<file path="src/rtl/pipeline_hazard_ctrl.sv">
// Hazard and sequencing controller for the 5-stage pipeline: memory-wait freeze,
// branch flush and load-use interlock, plus sticky timeout flag and statistics counters.
module pipeline_hazard_ctrl #(
  parameter int MEM_TIMEOUT = 16,
  parameter int CNT_W       = 16
) (
  input  logic             clk,
  input  logic             reset,
  input  logic [4:0]       id_rs1_addr_i,
  input  logic [4:0]       id_rs2_addr_i,
  input  logic             id_rs1_used_i,
  input  logic             id_rs2_used_i,
  input  logic [4:0]       ex_reg_wr_addr_i,
  input  logic             ex_reg_wr_sig_i,
  input  logic             ex_is_load_i,
  input  logic             br_taken_i,
  input  logic             mem_req_i,
  input  logic             mem_ack_i,
  output logic             hold_pc_o,
  output logic             hold_if_id_o,
  output logic             flush_if_id_o,
  output logic             hold_id_ex_o,
  output logic             bubble_id_ex_o,
  output logic             hold_ex_mem_o,
  output logic             bubble_mem_wb_o,
  output logic             mem_timeout_o,
  output logic [CNT_W-1:0] stall_cnt_o,
  output logic [CNT_W-1:0] flush_cnt_o
);

  localparam int TW = $clog2(MEM_TIMEOUT + 1);

  typedef enum logic {
    RUN,
    MEM_WAIT
  } state_t;

  state_t        state, state_nxt;
  logic [TW-1:0] timer, timer_nxt;
  logic          timeout_set;
  logic          timeout_hit;
  logic          freeze;
  logic          load_use;
  logic          rs1_match;
  logic          rs2_match;
  logic          stall_inc;
  logic          flush_inc;

  assign timeout_hit = (state == MEM_WAIT) && (timer == TW'(MEM_TIMEOUT - 1));
  assign freeze      = mem_req_i && !mem_ack_i && !timeout_hit;

  assign rs1_match = id_rs1_used_i && (id_rs1_addr_i == ex_reg_wr_addr_i);
  assign rs2_match = id_rs2_used_i && (id_rs2_addr_i == ex_reg_wr_addr_i);
  assign load_use  = ex_is_load_i && ex_reg_wr_sig_i && (ex_reg_wr_addr_i != 5'd0) &&
                     (rs1_match || rs2_match);

  assign stall_inc = freeze || (load_use && !br_taken_i);
  assign flush_inc = br_taken_i && !freeze;

  // Priority: memory freeze, then branch flush, then load-use interlock.
  always_comb begin
    hold_pc_o       = 1'b0;
    hold_if_id_o    = 1'b0;
    flush_if_id_o   = 1'b0;
    hold_id_ex_o    = 1'b0;
    bubble_id_ex_o  = 1'b0;
    hold_ex_mem_o   = 1'b0;
    bubble_mem_wb_o = 1'b0;
    if (!reset) begin
      if (freeze) begin
        hold_pc_o       = 1'b1;
        hold_if_id_o    = 1'b1;
        hold_id_ex_o    = 1'b1;
        hold_ex_mem_o   = 1'b1;
        bubble_mem_wb_o = 1'b1;
      end else if (br_taken_i) begin
        flush_if_id_o  = 1'b1;
        bubble_id_ex_o = 1'b1;
      end else if (load_use) begin
        hold_pc_o      = 1'b1;
        hold_if_id_o   = 1'b1;
        bubble_id_ex_o = 1'b1;
      end
    end
  end

  always_comb begin
    state_nxt   = state;
    timer_nxt   = timer;
    timeout_set = 1'b0;
    case (state)
      RUN: begin
        if (freeze) begin
          state_nxt = MEM_WAIT;
          timer_nxt = TW'(1);
        end
      end
      MEM_WAIT: begin
        if (mem_ack_i || !mem_req_i) begin
          state_nxt = RUN;
          timer_nxt = '0;
        end else if (timeout_hit) begin
          state_nxt   = RUN;
          timer_nxt   = '0;
          timeout_set = 1'b1;
        end else begin
          timer_nxt = timer + TW'(1);
        end
      end
      default: begin
        state_nxt = RUN;
        timer_nxt = '0;
      end
    endcase
  end

  always_ff @(posedge clk or posedge reset) begin
    if (reset) begin
      state         <= RUN;
      timer         <= '0;
      mem_timeout_o <= 1'b0;
    end else begin
      state <= state_nxt;
      timer <= timer_nxt;
      if (timeout_set) begin
        mem_timeout_o <= 1'b1;
      end
    end
  end

  // Statistics counters stick at all-ones instead of wrapping.
  always_ff @(posedge clk or posedge reset) begin
    if (reset) begin
      stall_cnt_o <= '0;
      flush_cnt_o <= '0;
    end else begin
      if (stall_inc && (stall_cnt_o != {CNT_W{1'b1}})) begin
        stall_cnt_o <= stall_cnt_o + CNT_W'(1);
      end
      if (flush_inc && (flush_cnt_o != {CNT_W{1'b1}})) begin
        flush_cnt_o <= flush_cnt_o + CNT_W'(1);
      end
    end
  end

endmodule
</file>
<file path="config.mk">
export PLATFORM = sky130hd
export DESIGN_NAME = pipeline_hazard_ctrl
export DESIGN_NICKNAME = d
export VERILOG_FILES = /design/src/rtl/pipeline_hazard_ctrl.sv
export SDC_FILE = /design/constraint.sdc
export NUM_CORES = 1
export LEC_CHECK = 0
export ABC_AREA = 1
export CORE_ASPECT_RATIO = 0.5
export CORE_UTILIZATION = 40
export DETAILED_ROUTE_END_ITERATION = 6
export GPL_TIMING_DRIVEN = 1
export PLACE_DENSITY = 0.68
export SYNTH_ARGS = -nofsm -noshare
export SYNTH_HDL_FRONTEND = slang
export SYNTH_SLANG_ARGS = --single-unit
</file>
<file path="constraint.sdc">
create_clock -name clk -period 5.15 [get_ports clk]
set_clock_uncertainty 0.05 [all_clocks]
set_input_delay 0.515 -clock clk [delete_from_list [all_inputs] [get_ports clk]]
set_output_delay 0.515 -clock clk [all_outputs]
set_load 0.03 [all_outputs]
</file>
# Word level (Yosys, flattened, before mapping)
# Index checks and enable logic that the tools add are counted.
[totals]
register_bits = 39
output_inout_bits = 40
[op_classes]
add_sub_neg = 3
n_mux = 22
eq_ne = 6
reduce_logical = 21
bitwise_logic = 1
[op_table]
columns = ["cell", "count"]
rows = [
  ["adder 16 x 1 -> 16 bit (second input constant)", 2],
  ["!= test 16 bit (second input constant)", 2],
  ["2-to-1 mux 1 bit", 17],
  ["2-to-1 mux 5 bit", 3],
  ["logical AND 1 bit", 12],
  ["== test 5 bit", 2],
  ["case mux 5 bit (2 select lines)", 1],
  ["adder 5 x 1 -> 5 bit (second input constant)", 1],
  ["== test 5 x 4 -> 1 bit (second input constant)", 1],
  ["logical NOT 1 bit", 5],
  ["nonzero test 5 bit", 1],
  ["logical OR 1 bit", 3],
  ["!= test 2 bit (second input constant)", 1],
  ["case mux 1 bit (2 select lines)", 1],
  ["NOT 1 bit", 1],
]

# Depth between registers and ports, before layout
# Gate-level depths: netlist of the first run.
[logic_depth]
depth_word = 8
mapped_depth = 12

# Worst setup path after synthesis of the first run
# Ideal clock, no wire load.
[synth_timing]
path_type = "input port to output port"
from = "input port mem_req_i"
to = "output port hold_pc_o"
arrival_ns = 1.779
stages = 5
path_slack_ns = 2.806
path_cell_list = "inv_1 nor2_1 o21ai_4 a21oi_1 buf_4"
[synth_via]
elab_chain_len = 4
[synth_lines]
columns = ["element", "line", "rtl"]
rows = [
  ["start, declared", "17", "input logic mem_req_i,"],
  ["logical AND 1 bit (2 in a row)", "50", "assign freeze = mem_req_i && !mem_ack_i && !timeout_hit;"],
  ["2-to-1 mux 1 bit (2 in a row)", "n/a", ""],
  ["end, declared", "19", "output logic hold_pc_o,"],
]
# No other way between the ends.

# Final worst setup path of the first run
[layout_timing]
from = "input port ex_reg_wr_addr_i[1]"
to = "output port hold_pc_o"
[layout_via]
elab_chain_len = 8
[layout_lines]
columns = ["element", "line", "rtl"]
rows = [
  ["start, declared", "13", "input logic [4:0] ex_reg_wr_addr_i,"],
  ["== test 5 bit (on tied branches)", "52, 53", ""],
  ["logical AND 1 bit (on tied branches)", "52, 53", ""],
  ["logical OR 1 bit", "55", "(rs1_match || rs2_match);"],
  ["logical AND 1 bit *", "54", "assign load_use = ex_is_load_i && ex_reg_wr_sig_i && (ex_reg_wr_addr_i != 5'd0) &&"],
  ["2-to-1 mux 1 bit *", "79", "end else if (load_use) begin"],
  ["2-to-1 mux 1 bit *", "76", "end else if (br_taken_i) begin"],
  ["2-to-1 mux 1 bit *", "70", "if (freeze) begin"],
  ["2-to-1 mux 1 bit *", "69", "if (!reset) begin"],
]
# Mark *: on every way between the ends. The rest lies on a longest branch, timed or not.

==> results of run 1 <==
-- logic make-up (layout without fill, tap and decap cells) --
family / after synthesis / after routing / share of synthesized area
fa+ha+maj: 3 / 3 / 0.01564
xor+xnor: 23 / 23 / 0.08394
buf+inv: 56 / 121 / 0.09489
flops: 39 / 39 / 0.4067
simple gates: 203 / 203 / 0.3650
compound gates: 13 / 13 / 0.03389
-- routing by layer --
metal	up-vias	routed length [um]
li1	1175	-
met1	999	2641
met2	37	2410
met3	9	179
met4	0	74
met5	-	0
-- cell usage in the layout (no fill, tap or decap), drive strengths merged, types with 4 or more instances in the layout --
cell type      netlist  layout
nand2              111     111
clkdlybuf4s50        0      63
inv                 48      48
dfrtp               39      39
nand3               38      38
nor2                36      36
xor2                16      16
nor3                 9       9
xnor2                7       7
o21ai                7       7
nand4                6       6
clkbuf               1       5
a21oi                4       4
-- metrics by stage --
step / cells / power [W]
floorplan: 337 / 0.0006437
global placement: 467 / 0.0007947
detailed placement: 467 / 0.0008029
CTS: 475 / 0.001159
global route: 475 / 0.001209
finish: 475 / 0.001147
-- power by group through the flow --
stage	clock [W]	combinational, W	sequential, W
6_report	0.000351	0.000374	0.000422
5_1_grt	0.000374	0.000402	0.000433
3_5_place_dp	0	0.000376	0.000427
3_3_place_gp	0	0.000370	0.000425
4_1_cts	0.000359	0.000378	0.000422
2_1_floorplan	0	0.000132	0.000512
-- area by class of cell --
type	count	share of cell area
Clock buffer	5	0.03845
Clock inverter	3	0.01346
Sequential cell	39	0.2999
Tap cell	73	0.02807
Timing Repair Buffer	64	0.1961
Inverter	49	0.05652
Multi-Input combinational cell	242	0.3676
-- final timing paths --
path	end	slack, ps
max in group asynchronous	stall_cnt_o[8]	3970
worst min register to register	mem_timeout_o	420
worst min-delay path	mem_timeout_o	420
min in group asynchronous	timer[0]	730
worst max-delay path	hold_pc_o	2120
worst max register to register	stall_cnt_o[4]	2840
-- critical path: cells and delay by family --
family                 cells  cell delay, ps
buffers and inverters      3            1310
AOI/OAI and AO/OA          1             170
and+or+nand+nor            6             460
-- flip-flops by register name (all words and copies together), names as in the netlist --
name	flops
stall_cnt_o	16
timer	5
mem_timeout_o	1
flush_cnt_o	16
state	1
==> results by group, run 1 <==
Critical path
  • Max incr delay on CP: 700 ps
  • CP required: 4590 ps
  • Arrival @ worst endpoint: 2460 ps
  • Most frequent CP cell: nand2_1
  • Reg-to-reg startpoint: timer[1]
  • CP max-delay cell: clkdlybuf4s50_1
  • CP max FO: 4
  • CP startpoint: ex_reg_wr_addr_i[1]
  • CP Launch Type: input port
  • Critical path class: input port to output pin
  • CP cell instances: clkdlybuf4s50_1 -> inv_2 -> nand2_1 -> nand2_1 -> nor2_1 -> nand3_1 -> nand2_1 -> nand3_1 -> a21oi_1 -> clkdlybuf4s50_1
  • Worst setup EP type: output pin
  • Cells on worst reg2reg path: 7

Die
  • Number of top-level pins: 64
  • Die H: 56.77 um
  • Die Width: 111.5 um
  • Site row count: 19
  • Initial Util: 0.4259
  • CORE AREA: 5634 um^2
  • Die area: 6332 um^2

Yosys
  • Synth top area share: 0.4067
  • Syn nets: 364
  • Mean Syn Cell Area: 7.121 um^2
  • Top cell type by total area after synthesis: dfrtp_1
  • Synthesized instance count: 337
  • Post-synth top cells: nand2_1, inv_1, dfrtp_1
  • Most numerous cell in the Yosys netlist: nand2_1
  • Sequential cell area fraction in the yosys report: 0.4067
  • Mapped cell area: 2400 um^2
  • Fraction of registers with async set/reset: 1.000
  • Post-synth top flop: dfrtp_1
  • Synth warn: 0
  • Top post-synthesis cells by area: dfrtp_1, nand2_1, nand3_1
  • Post-synth EDFFs: 0
  • Post-synth cell types: 25
  • #FFs+latches synth: 39

Route
  • Residual DRC: 2
  • Remaining antenna violation count: 0
  • Drt first pass iters: 6
  • DR vias: 2,220
  • Vias/cell: 4.674
  • Drt total wl: 5.305 mm
  • Starting DRT DRC Count: 130
  • Avg WL per Cell: 11.17 um

Placement
  • GPL Wtd Cong: 0.8267
  • Detailed Place HPWL: 3.919 mm
  • Placement Setup Slack: 2122 ps
  • Post-DP Area: 3085 um^2
  • Input/output buffers: 63

GRT
  • First-pass GRT wire length: 9.390 mm
  • Vias in the first global route: 2,156
  • Gr busiest metal: met2
  • Largest net degree at the start of global routing: 40
  • GRT overflow: 0
  • GRT Total Usage: 0.1857
  • GR Layer Usage met2: 0.3098
  • Initial antenna violation count: 0
  • M1 GR Usage: 0.2415
  • GR Layer Usage met3: 0.03888

Clock network
  • H-tree depth: 2
  • CTS hold repair buffers: 0
  • Clk sinks: 39
  • CTS max path bufs: 2
  • Post_cts resized: 0
  • Post-CTS setup buffers: 0
  • Skew-Pair Late Insertion Delay: 280 ps
  • CTS Buf Count: 5
  • CTS tree: yes
  • Root Buffer: clkbuf_16
  • Reg clk slew, reported paths: 60 ps

Layout
  • Multi-input logic area: 1196 um^2
  • Layout Utilization: 0.5776
  • Layout cells sized above 1: 0.05224
  • Area Growth Syn to Fin: 35.61%
  • Fillers: 509
  • Sequential cell area: 975.9 um^2
  • Design area: 3254 um^2
  • Diode count: 0
  • Final nets: 428

Timing
  • Slew margin rel.: 0.5271
  • Worst hold margin: 416.1 ps
  • Final Hold Fails: 0
  • Max-slew violation count: 0
  • RSZ-0062 raised after global routing: no
  • Final setup TNS: 0 ps
  • Setup ws final: 2121 ps
  • Fmax: 0.3301 GHz
  • Min Tclk post-route: 3029 ps
  • # setup viols final: 0
  • Worst Max-Slew Pin Slew: 707.7 ps
  • Final Cycle Share: 0.5882

Min path
  • Hold Crit Class: register to register
  • Min-delay src: mem_timeout_o
  • Hold path depth: 1

Pwr
  • Clock share of power: 0.306
  • Power Density: 352.4 nW/um^2
  • Maximum vdd ir drop: 0.1782 mV
  • Power Internal: 0.0007413 W
  • Switch share: 0.3535
  • Switching power: 0.0004054 W
  • Combinational power share: 0.326
  • Part of the power in registers: 0.368
  • Lkg Pwr: 1.562 nW

Run status
  • Violated checks: design-rule violations
  • Outcome: complete, but fails checks

Job
  • Max cap viols: 0
Note: power is estimated with default switching activity, not from simulation.
==> inputs of run 2 (changes only) <==
- PLACE_DENSITY: 0.68 -> 0.71
- clock period: 5.15 -> 2.55 ns (I/O delays scaled with it)
==> run 2 against run 1 <==
Compared with the run above:
- the flow still finishes with violations (design-rule violations)
- via count up 3.9%
- sequential power is 100% higher
- power is 94% higher
- clock-buffer cell count unchanged
- clock power is 74% higher
- wire length rose by 5.1%
- worst hold slack improved by 26 ps
- worst setup slack got worse by 2000 ps
- cell count increased by 1.1%
- die area is the same
- largest power group unchanged
==> results by group, run 2 (synthesized netlist as in run 1, its figures left out) <==
Clock network
  • CTS tree: yes
  • H-tree depth: 2 (unchanged)
  • CTS max path bufs: 2 (unchanged)
  • Clk sinks: 39 (unchanged)
  • Root Buffer: clkbuf_16
  • Reg clk slew, reported paths: 60 ps (about the same)
  • Skew-Pair Late Insertion Delay: 290 ps (about the same)
  • CTS Buf Count: 5 (unchanged)

Timing
  • Worst Max-Slew Pin Slew: 500.7 ps (-207.0 ps)
  • RSZ-0062 raised after global routing: no
  • Final setup TNS: 0 ps (unchanged)
  • Final Hold Fails: 0 (unchanged)
  • Fmax: 0.4149 GHz
  • Slew margin rel.: 0.6662 (+0.1391)
  • Final Cycle Share: 0.9451
  • Max-slew violation count: 0 (unchanged)
  • Min Tclk post-route: 2410 ps
  • Setup ws final: 140.0 ps (-1981 ps)
  • # setup viols final: 0 (unchanged)

Layout
  • Layout cells sized above 1: 0.06388 (+0.01164)
  • Fillers: 525 (+3.1%)
  • Area Growth Syn to Fin: 36.44%
  • Diode count: 0 (unchanged)
  • Biggest regs: flush_cnt_o x16, stall_cnt_o x16, timer x5
  • Fin cells: 480 (+1.1%)
  • Most frequent cells in the layout: nand2_1, clkdlybuf4s50_1, inv_1, dfrtp_1, nand3_1
  • Layout Utilization: 0.5812 (+0.003553)
  • Commonest non-fill, non-tap cell in the layout: nand2_1
  • Final nets: 433 (+1.2%)

Placement
  • Placement Setup Slack: 16.81 ps (-2105 ps)
  • Placed Cells incl. Taps: 472 (+1.1%)
  • GPL Wtd Cong: 0.8451 (+2.2%)
  • Input/output buffers: 63 (unchanged)
  • Detailed Place HPWL: 4.269 mm (+8.9%)

Route
  • Drt total wl: 5.575 mm (+5.1%)
  • Starting DRT DRC Count: 70 (-46%)
  • DR vias: 2,307 (+3.9%)
  • Remaining antenna violation count: 0 (unchanged)
  • Residual DRC: 2 (unchanged)
  • Vias/cell: 4.806 (+2.8%)
  • Avg WL per Cell: 11.61 um (+4.0%)
  • Drt first pass iters: 6 (unchanged)

Die
  • Die area: 6332 um^2 (unchanged)
  • Die H: 56.77 um (unchanged)
  • Number of top-level pins: 64 (unchanged)
  • Site row count: 19 (unchanged)
  • CORE AREA: 5634 um^2 (unchanged)
  • Die Width: 111.5 um (unchanged)
  • Initial Util: 0.4259 (unchanged)

Min path
  • Hold EP: mem_timeout_o
  • Min-delay src: mem_timeout_o
  • Hold Crit Class: register to register
  • Hold path depth: 1 (unchanged)

Critical path
  • Cells on worst reg2reg path: 8 (+1)
  • CP Launch Type: register
  • Arrival @ worst endpoint: 2100 ps (-360 ps)
  • Worst setup EP type: output pin
  • CP max FO: 8 (+4)
  • Critical path class: register to output pin
  • Slack of the worst reg-to-reg path: 610 ps (-2230 ps)
  • Reg2reg end: flush_cnt_o[10]
  • CP required: 2250 ps (-2340 ps)
  • Reg-to-reg startpoint: timer[0]

Pwr
  • Lkg Pwr: 1.619 nW (+3.6%)
  • Maximum vdd ir drop: 0.4536 mV (+150%)
  • Power Density: 679.6 nW/um^2 (+93%)
  • Pwr Total: 0.002225 W (+94%)

GRT
  • Vias in the first global route: 2,259 (+4.8%)
  • Initial antenna violation count: 0 (unchanged)
  • First-pass GRT wire length: 9.825 mm (+4.6%)
  • Largest net degree at the start of global routing: 40 (unchanged)
  • GRT Total Usage: 0.1958 (+0.01010)
  • GRT overflow: 0 (unchanged)

Job
  • Max cap viols: 0 (unchanged)

Run status
  • Violated checks: design-rule violations
  • Outcome: complete, but fails checks
[run 2: cell types whose count changed in the layout (fill, tap and decap cells not counted), sizes merged]
cell           before  now
buf                 1    6
bufinv              1    0
clkdlybuf4s50      63   59
clkinv              3    2
clkinvlp            0    2
dlygate4sd2         0    1
dlymetal6s2s        0    3
[run 2: worst max-delay path, cell delays in order, from the launching register on]
cell and delay (ps):
dfrtp_1 400, ha_1 220, nand3_1 160, o21ai_4 120, nor2_1 190, clkdlybuf4s50_1 720
[run 2: where the power goes]
part / total (W) / internal (W) / switching [W]
logic: 0.000761 / 0.000316 / 0.000446
clock network: 0.000612 / 0.000360 / 0.000252
registers: 0.000852 / 0.000723 / 0.000129
[run 2: layout make-up]
cell class | instances | area (um^2) | area share
Multi-Input combinational cell | 242 | 1196 | 0.3653
Sequential cell | 39 | 975.9 | 0.2981
Timing Repair Buffer | 69 | 681.9 | 0.2083
Inverter | 49 | 183.9 | 0.05617
Clock buffer | 5 | 125.1 | 0.03821
Tap cell | 73 | 91.34 | 0.02789
Clock inverter | 3 | 20.02 | 0.006114
[run 2: repair_timing]
| item | CTS | global route |
|---|---|---|
| pin swaps | 0 | 0 |
| buffers inserted | 0 | 0 |
| hold buffers | 0 | 0 |
| endpoints found under the hold margin | 0 | 0 |
| setup endpoints to repair | 1 | 3 |
| gates resized for setup | 1 | 3 |
[run 2: worst max path at each step]
stage                                   start               to  slack (ps)  cells after the start
final                                timer[0]  bubble_mem_wb_o         140                      5
after floorplan                      timer[0]   bubble_id_ex_o         520                      5
after global routing                 timer[0]  bubble_mem_wb_o          10                      5
after detailed placement  ex_reg_wr_addr_i[0]     hold_if_id_o          20                     10
after global placement    ex_reg_wr_addr_i[1]     hold_if_id_o         110                     10
after CTS                 ex_reg_wr_addr_i[0]     hold_if_id_o           7                     10
[run 2: per-layer routing]
layer,GRT usage,part of all wire,vias to the layer above
li1,-,-,1180
met1,0.2376,0.47,1078
met2,0.3402,0.48,40
met3,0.04752,0.034,9
met4,0.07529,0.018,0
met5,0,0,-
[run 2: metrics by stage]
stage               hold slack [ps]  instance area [um^2]
global route                  445.1                  3274
CTS                           441.2                  3267
global placement              390.6                  3123
finish                        442.1                  3274
detailed placement            425.5                  3123
floorplan                     410.1                  2400
==> inputs of run 3 (changes only) <==
- CORE_MARGIN: default -> 1.5
- SKIP_CTS_REPAIR_TIMING: default -> 1
==> run 3 against run 2 <==
Compared with the run above:
- the flow still finishes with violations (design-rule violations)
- global-route usage decreased by 0.70 points
- combinational power increased by 0.5%
- clock-buffer cell count increased by 1
- first-iteration DRC count increased by 40%
- critical path type unchanged
- critical endpoint unchanged
==> results by group, run 3 (synthesized netlist as in run 1, its figures left out) <==
GRT
  • GR Layer Usage met2: 0.3319 (-0.008297)
  • First-pass GRT wire length: 9.853 mm (+0.28%)
  • Largest net degree at the start of global routing: 32 (-20%)
  • GR Layer Usage met3: 0.04812 (+0.0006010)
  • M1 GR Usage: 0.2360 (-0.001539)
  • GRT overflow: 0 (unchanged)
  • Initial antenna violation count: 0 (unchanged)
  • GRT Total Usage: 0.1888 (-0.006982)
  • Gr busiest metal: met2
  • Vias in the first global route: 2,225 (-1.5%)

Critical path
  • Slack of the worst reg-to-reg path: 560 ps (-50 ps)
  • Arrival @ worst endpoint: 2140 ps (+40 ps)
  • Critical path class: register to output pin
  • Worst setup EP type: output pin
  • Max incr delay on CP: 720 ps (about the same)
  • CP max-delay cell: clkdlybuf4s50_1
  • CP cell instances: ha_1 -> nand3_1 -> o21ai_4 -> nor2_1 -> clkdlybuf4s50_1
  • CP required: 2250 ps (about the same)
  • CP Launch Type: register
  • CP max FO: 8 (unchanged)

Pwr
  • Maximum vdd ir drop: 0.4723 mV (+4.1%)
  • Power Density: 675.1 nW/um^2 (-0.68%)
  • Lkg Pwr: 1.652 nW (+2.1%)

Timing
  • # setup viols final: 0 (unchanged)
  • Min Tclk post-route: 2447 ps (+37.23 ps)
  • Final Cycle Share: 0.9597 (+0.01460)
  • Worst hold margin: 338.0 ps (-104.1 ps)
  • Fmax: 0.4086 GHz (-1.5%)
  • Setup ws final: 102.8 ps (-37.23 ps)
  • Worst Max-Slew Pin Slew: 398.6 ps (-102.1 ps)
  • Slew margin rel.: 0.7340 (+0.06780)
  • Max-slew violation count: 0 (unchanged)
  • Final Hold Fails: 0 (unchanged)

Clock network
  • CTS max path bufs: 2 (unchanged)
  • Root Buffer: clkbuf_16
  • CTS tree: yes
  • CTS Buf Count: 5 (unchanged)
  • H-tree depth: 2 (unchanged)
  • Clk sinks: 39 (unchanged)
  • Reg clk slew, reported paths: 60 ps (about the same)
  • Skew-Pair Late Insertion Delay: 280 ps (about the same)

Layout
  • Fin cells: 480 (unchanged)
  • Fillers: 513 (-2.3%)
  • Biggest regs: flush_cnt_o x16, stall_cnt_o x16, timer x5
  • Area Growth Syn to Fin: 37.07%
  • Most frequent cells in the layout: nand2_1, clkdlybuf4s50_1, inv_1, dfrtp_1, nand3_1
  • Layout Utilization: 0.5838 (+0.002665)
  • Layout cells sized above 1: 0.06143 (-0.002457)
  • Commonest non-fill, non-tap cell in the layout: nand2_1
  • Sequential cell area: 975.9 um^2 (unchanged)
  • Final nets: 433 (unchanged)
  • Diode count: 0 (unchanged)
  • Multi-input logic area: 1196 um^2 (unchanged)

Route
  • Remaining antenna violation count: 0 (unchanged)
  • Residual DRC: 2 (unchanged)
  • Starting DRT DRC Count: 98 (+40%)
  • Vias/cell: 4.946 (+2.9%)
  • DR vias: 2,374 (+2.9%)
  • Drt total wl: 5.739 mm (+2.9%)
  • Drt first pass iters: 6 (unchanged)
  • Avg WL per Cell: 11.96 um (+2.9%)

Run status
  • Outcome: complete, but fails checks
  • Violated checks: design-rule violations

Placement
  • Placed Cells incl. Taps: 472 (unchanged)
  • Input/output buffers: 63 (unchanged)
  • Detailed Place HPWL: 4.365 mm (+2.3%)
  • Placement Setup Slack: 45.68 ps (+28.88 ps)
  • GPL Wtd Cong: 0.8398 (-0.63%)

Job
  • Max cap viols: 0 (unchanged)

Die
  • Initial Util: 0.4259 (unchanged)
  • Die H: 57.77 um (+1.8%)
  • CORE AREA: 5634 um^2 (unchanged)
  • Number of top-level pins: 64 (unchanged)
  • Die area: 6501 um^2 (+2.7%)
  • Site row count: 19 (unchanged)
  • Die Width: 112.5 um (+0.90%)

Min path
  • Hold Crit Class: input port to async pin
==> run 3: metal layers <==
metal  share of wire  vias up
met2            0.49       53
li1                -     1188
met5               0        -
met4           0.013        0
met1            0.45     1124
met3           0.042        9
==> run 3: final timing paths <==
path / start / to / cells after the start
min in group clk: mem_timeout_o / mem_timeout_o / 1
setup / recovery: timer[0] / bubble_mem_wb_o / 5
setup reg to reg: timer[0] / flush_cnt_o[10] / 8
hold reg to reg: mem_timeout_o / mem_timeout_o / 1
hold / removal: reset / stall_cnt_o[8] / 2
max in group asynchronous: reset / timer[2] / 3
==> run 3: final cells by class <==
cell class / count / share of cell area
Clock buffer: 6 / 0.03918
Clock inverter: 2 / 0.003804
Inverter: 49 / 0.05591
Multi-Input combinational cell: 242 / 0.3636
Sequential cell: 39 / 0.2967
Tap cell: 73 / 0.02777
Timing Repair Buffer: 69 / 0.2130
==> run 3: where the power goes <==
| group | total [W] | switching (W) | internal, W |
|---|---|---|---|
| sequential | 0.000855 | 0.000132 | 0.000723 |
| clock | 0.000601 | 0.000240 | 0.000361 |
| combinational | 0.000765 | 0.000447 | 0.000319 |
| total | 0.00222 | 0.000818 | 0.00140 |
==> run 3: critical path, delay by kind of cell (launching register included) <==
kind	cells	cell delay, ps
AO/OA/AOI/OAI	1	130
flip-flops	1	410
adder cells (fa/ha/maj)	1	230
AND/OR/NAND/NOR	2	370
buffers and inverters	1	720
==> run 3: metrics by stage <==
| stage | TNS (ps) | instance area (um^2) | total power, W |
|---|---|---|---|
| 2_1_floorplan | 0 | 2400 | 0.001300 |
| 3_3_place_gp | 0 | 3136 | 0.001611 |
| 3_5_place_dp | 0 | 3136 | 0.001630 |
| 4_1_cts | -139.1 | 3277 | 0.002245 |
| 5_1_grt | -14.84 | 3289 | 0.002356 |
| 6_report | 0 | 3289 | 0.002221 |
==> variant: new RTL, settings of run 3 <==
The parameter `MEM_TIMEOUT` goes from 16 to 8.
--- a/src/rtl/pipeline_hazard_ctrl.sv
+++ b/src/rtl/pipeline_hazard_ctrl.sv
@@ -2,5 +2,5 @@
 // branch flush and load-use interlock, plus sticky timeout flag and statistics counters.
 module pipeline_hazard_ctrl #(
-  parameter int MEM_TIMEOUT = 16,
+  parameter int MEM_TIMEOUT = 8,
   parameter int CNT_W       = 16
 ) (
Formal check against the unedited RTL: not equivalent (a bounded check fails within 10 cycles, from zero or initial values and one cycle with reset high).
==> variant against run 3 <==
Clock power grew 35%. Largest power group is now the clock network. Setup slack better by 0.10 ns. Synthesized area fell by 1.3%. Cell area shrank 0.61%. Critical endpoint is now hold_id_ex_o. Wire length down 9.7%. Sequential power shrank 7.0%. Final cell count is 4.4% lower. Maximum frequency rose by 4.3%. Sequential cell count decreased by 1. Register-to-register slack got worse by 0.07 ns. Total power shrank 0.28%. First-iteration DRC count down 27%. Critical path depth stayed put.
==> variant: results (changes against run 3) <==
<table>
<tr><th>Metric</th><th>Value</th></tr>
<tr><th colspan="2">Status</th></tr>
<tr><td>Status</td><td>finished clean</td></tr>
<tr><th colspan="2">Synthesis</th></tr>
<tr><td>Post-Synthesis Mean Instance Area</td><td>7.45 sq um (+4.6%)</td></tr>
<tr><td>Share of the synthesized netlist area taken by xor and xnor gates</td><td>9.24% (+0.85 points)</td></tr>
<tr><td>Library cells used by synthesis</td><td>30 (+20%)</td></tr>
<tr><td>Post-Synth Adder-Cell Area</td><td>1.58% (+0.021 points)</td></tr>
<tr><td>Portion of the post-synthesis area used by sequential elements</td><td>40.1% (-0.52 points)</td></tr>
<tr><th colspan="2">Placement</th></tr>
<tr><td>Placed cell areas</td><td>3070 sq um (-2.2%)</td></tr>
<tr><td>Placer Congestion</td><td>0.891 (+6.1%)</td></tr>
<tr><td>Pre-CTS worst setup slack</td><td>0.0214 ns (-0.0243 ns)</td></tr>
<tr><td>HPWL after DPL</td><td>3940 um (-9.7%)</td></tr>
<tr><th colspan="2">Drt</th></tr>
<tr><td>Routed len/inst</td><td>11.3 um (-5.6%)</td></tr>
<tr><td>First-pass iteration count of the detailed router</td><td>4 (-2)</td></tr>
<tr><th colspan="2">Timing</th></tr>
<tr><td>Worst hold margin</td><td>0.423 ns (+0.0849 ns)</td></tr>
<tr><td>Final critical-path required period</td><td>2.35 ns (-0.102 ns)</td></tr>
<tr><td>Slew at the pin closest to its max-slew limit</td><td>0.502 ns (+0.104 ns)</td></tr>
<tr><th colspan="2">Worst hold path</th></tr>
<tr><td>Class of the worst hold path</td><td>register to register</td></tr>
<tr><th colspan="2">Setup path</th></tr>
<tr><td>Worst R2R End</td><td>flush_cnt_o[6]</td></tr>
<tr><td>Critical path data arrival time</td><td>2.04 ns (-0.10 ns)</td></tr>
<tr><td>Worst r2r path cells</td><td>9 (+1)</td></tr>
<tr><td>Timing endpoint of the critical path</td><td>hold_id_ex_o</td></tr>
<tr><th colspan="2">Power</th></tr>
<tr><td>Worst-case vdd ir drop</td><td>506 uV (+7.1%)</td></tr>
<tr><th colspan="2">Finish</th></tr>
<tr><td>Fillers</td><td>505 (-1.6%)</td></tr>
<tr><td>Share of post-route cells with drive strength above 1</td><td>7.25% (+1.1 points)</td></tr>
<tr><td>Number of nets at the end of the flow</td><td>412 (-4.8%)</td></tr>
<tr><td>Non-filler instance count after layout</td><td>459 (-4.4%)</td></tr>
</table>
==> variant: changes by cell type in the layout (fill, tap and decap cells not counted), moves of 3 or more <==
cell	delta
nor2_1	-11
inv_2	-7
o21ai_1	-5
xnor2_1	+4
nor3_2	+3
==> variant: where the power goes <==
| part | leakage, nW | switching, mW | internal [mW] |
|---|---|---|---|
| clock | 0.0940 | 0.247 | 0.562 |
| sequential | 0.513 | 0.109 | 0.687 |
| combinational | 1.06 | 0.346 | 0.264 |
| total | 1.67 | 0.702 | 1.51 |
==> variant: area by class of cell <==
| cell class | count | area, sq um | share of cell area (%) |
|---|---|---|---|
| Clock inverter | 3 | 68.8 | 2.10 |
| Clock buffer | 5 | 125 | 3.83 |
| Multi-Input combinational cell | 232 | 1210 | 36.9 |
| Sequential cell | 38 | 951 | 29.1 |
| Tap cell | 73 | 91.3 | 2.79 |
| Inverter | 41 | 156 | 4.78 |
| Timing Repair Buffer | 67 | 671 | 20.5 |
==> variant: worst max-delay path, cell delays in order, from the launching register on <==
cell and delay, ns:
dfrtp_1 0.41, ha_1 0.25, nand2_2 0.11, o21ai_4 0.11
nor2_1 0.18, clkdlybuf4s50_1 0.71
==> variant: cell families (layout without fill, tap and decap cells) <==
group           count (synthesis)  in the layout
buf+inv                        48            116
flops                          38             38
fa+ha+maj                       3              3
simple gates                  194            194
xor+xnor                       25             25
compound gates                 10             10
==> variant: per-layer routing <==
metal  part of all wire [%]  GRT usage [%]  up-vias
met4                    1.5           5.97        0
met3                    4.2           4.14       10
li1                       -              -     1131
met2                     47           28.2       44
met5                      0              0        -
met1                     47           21.3      989
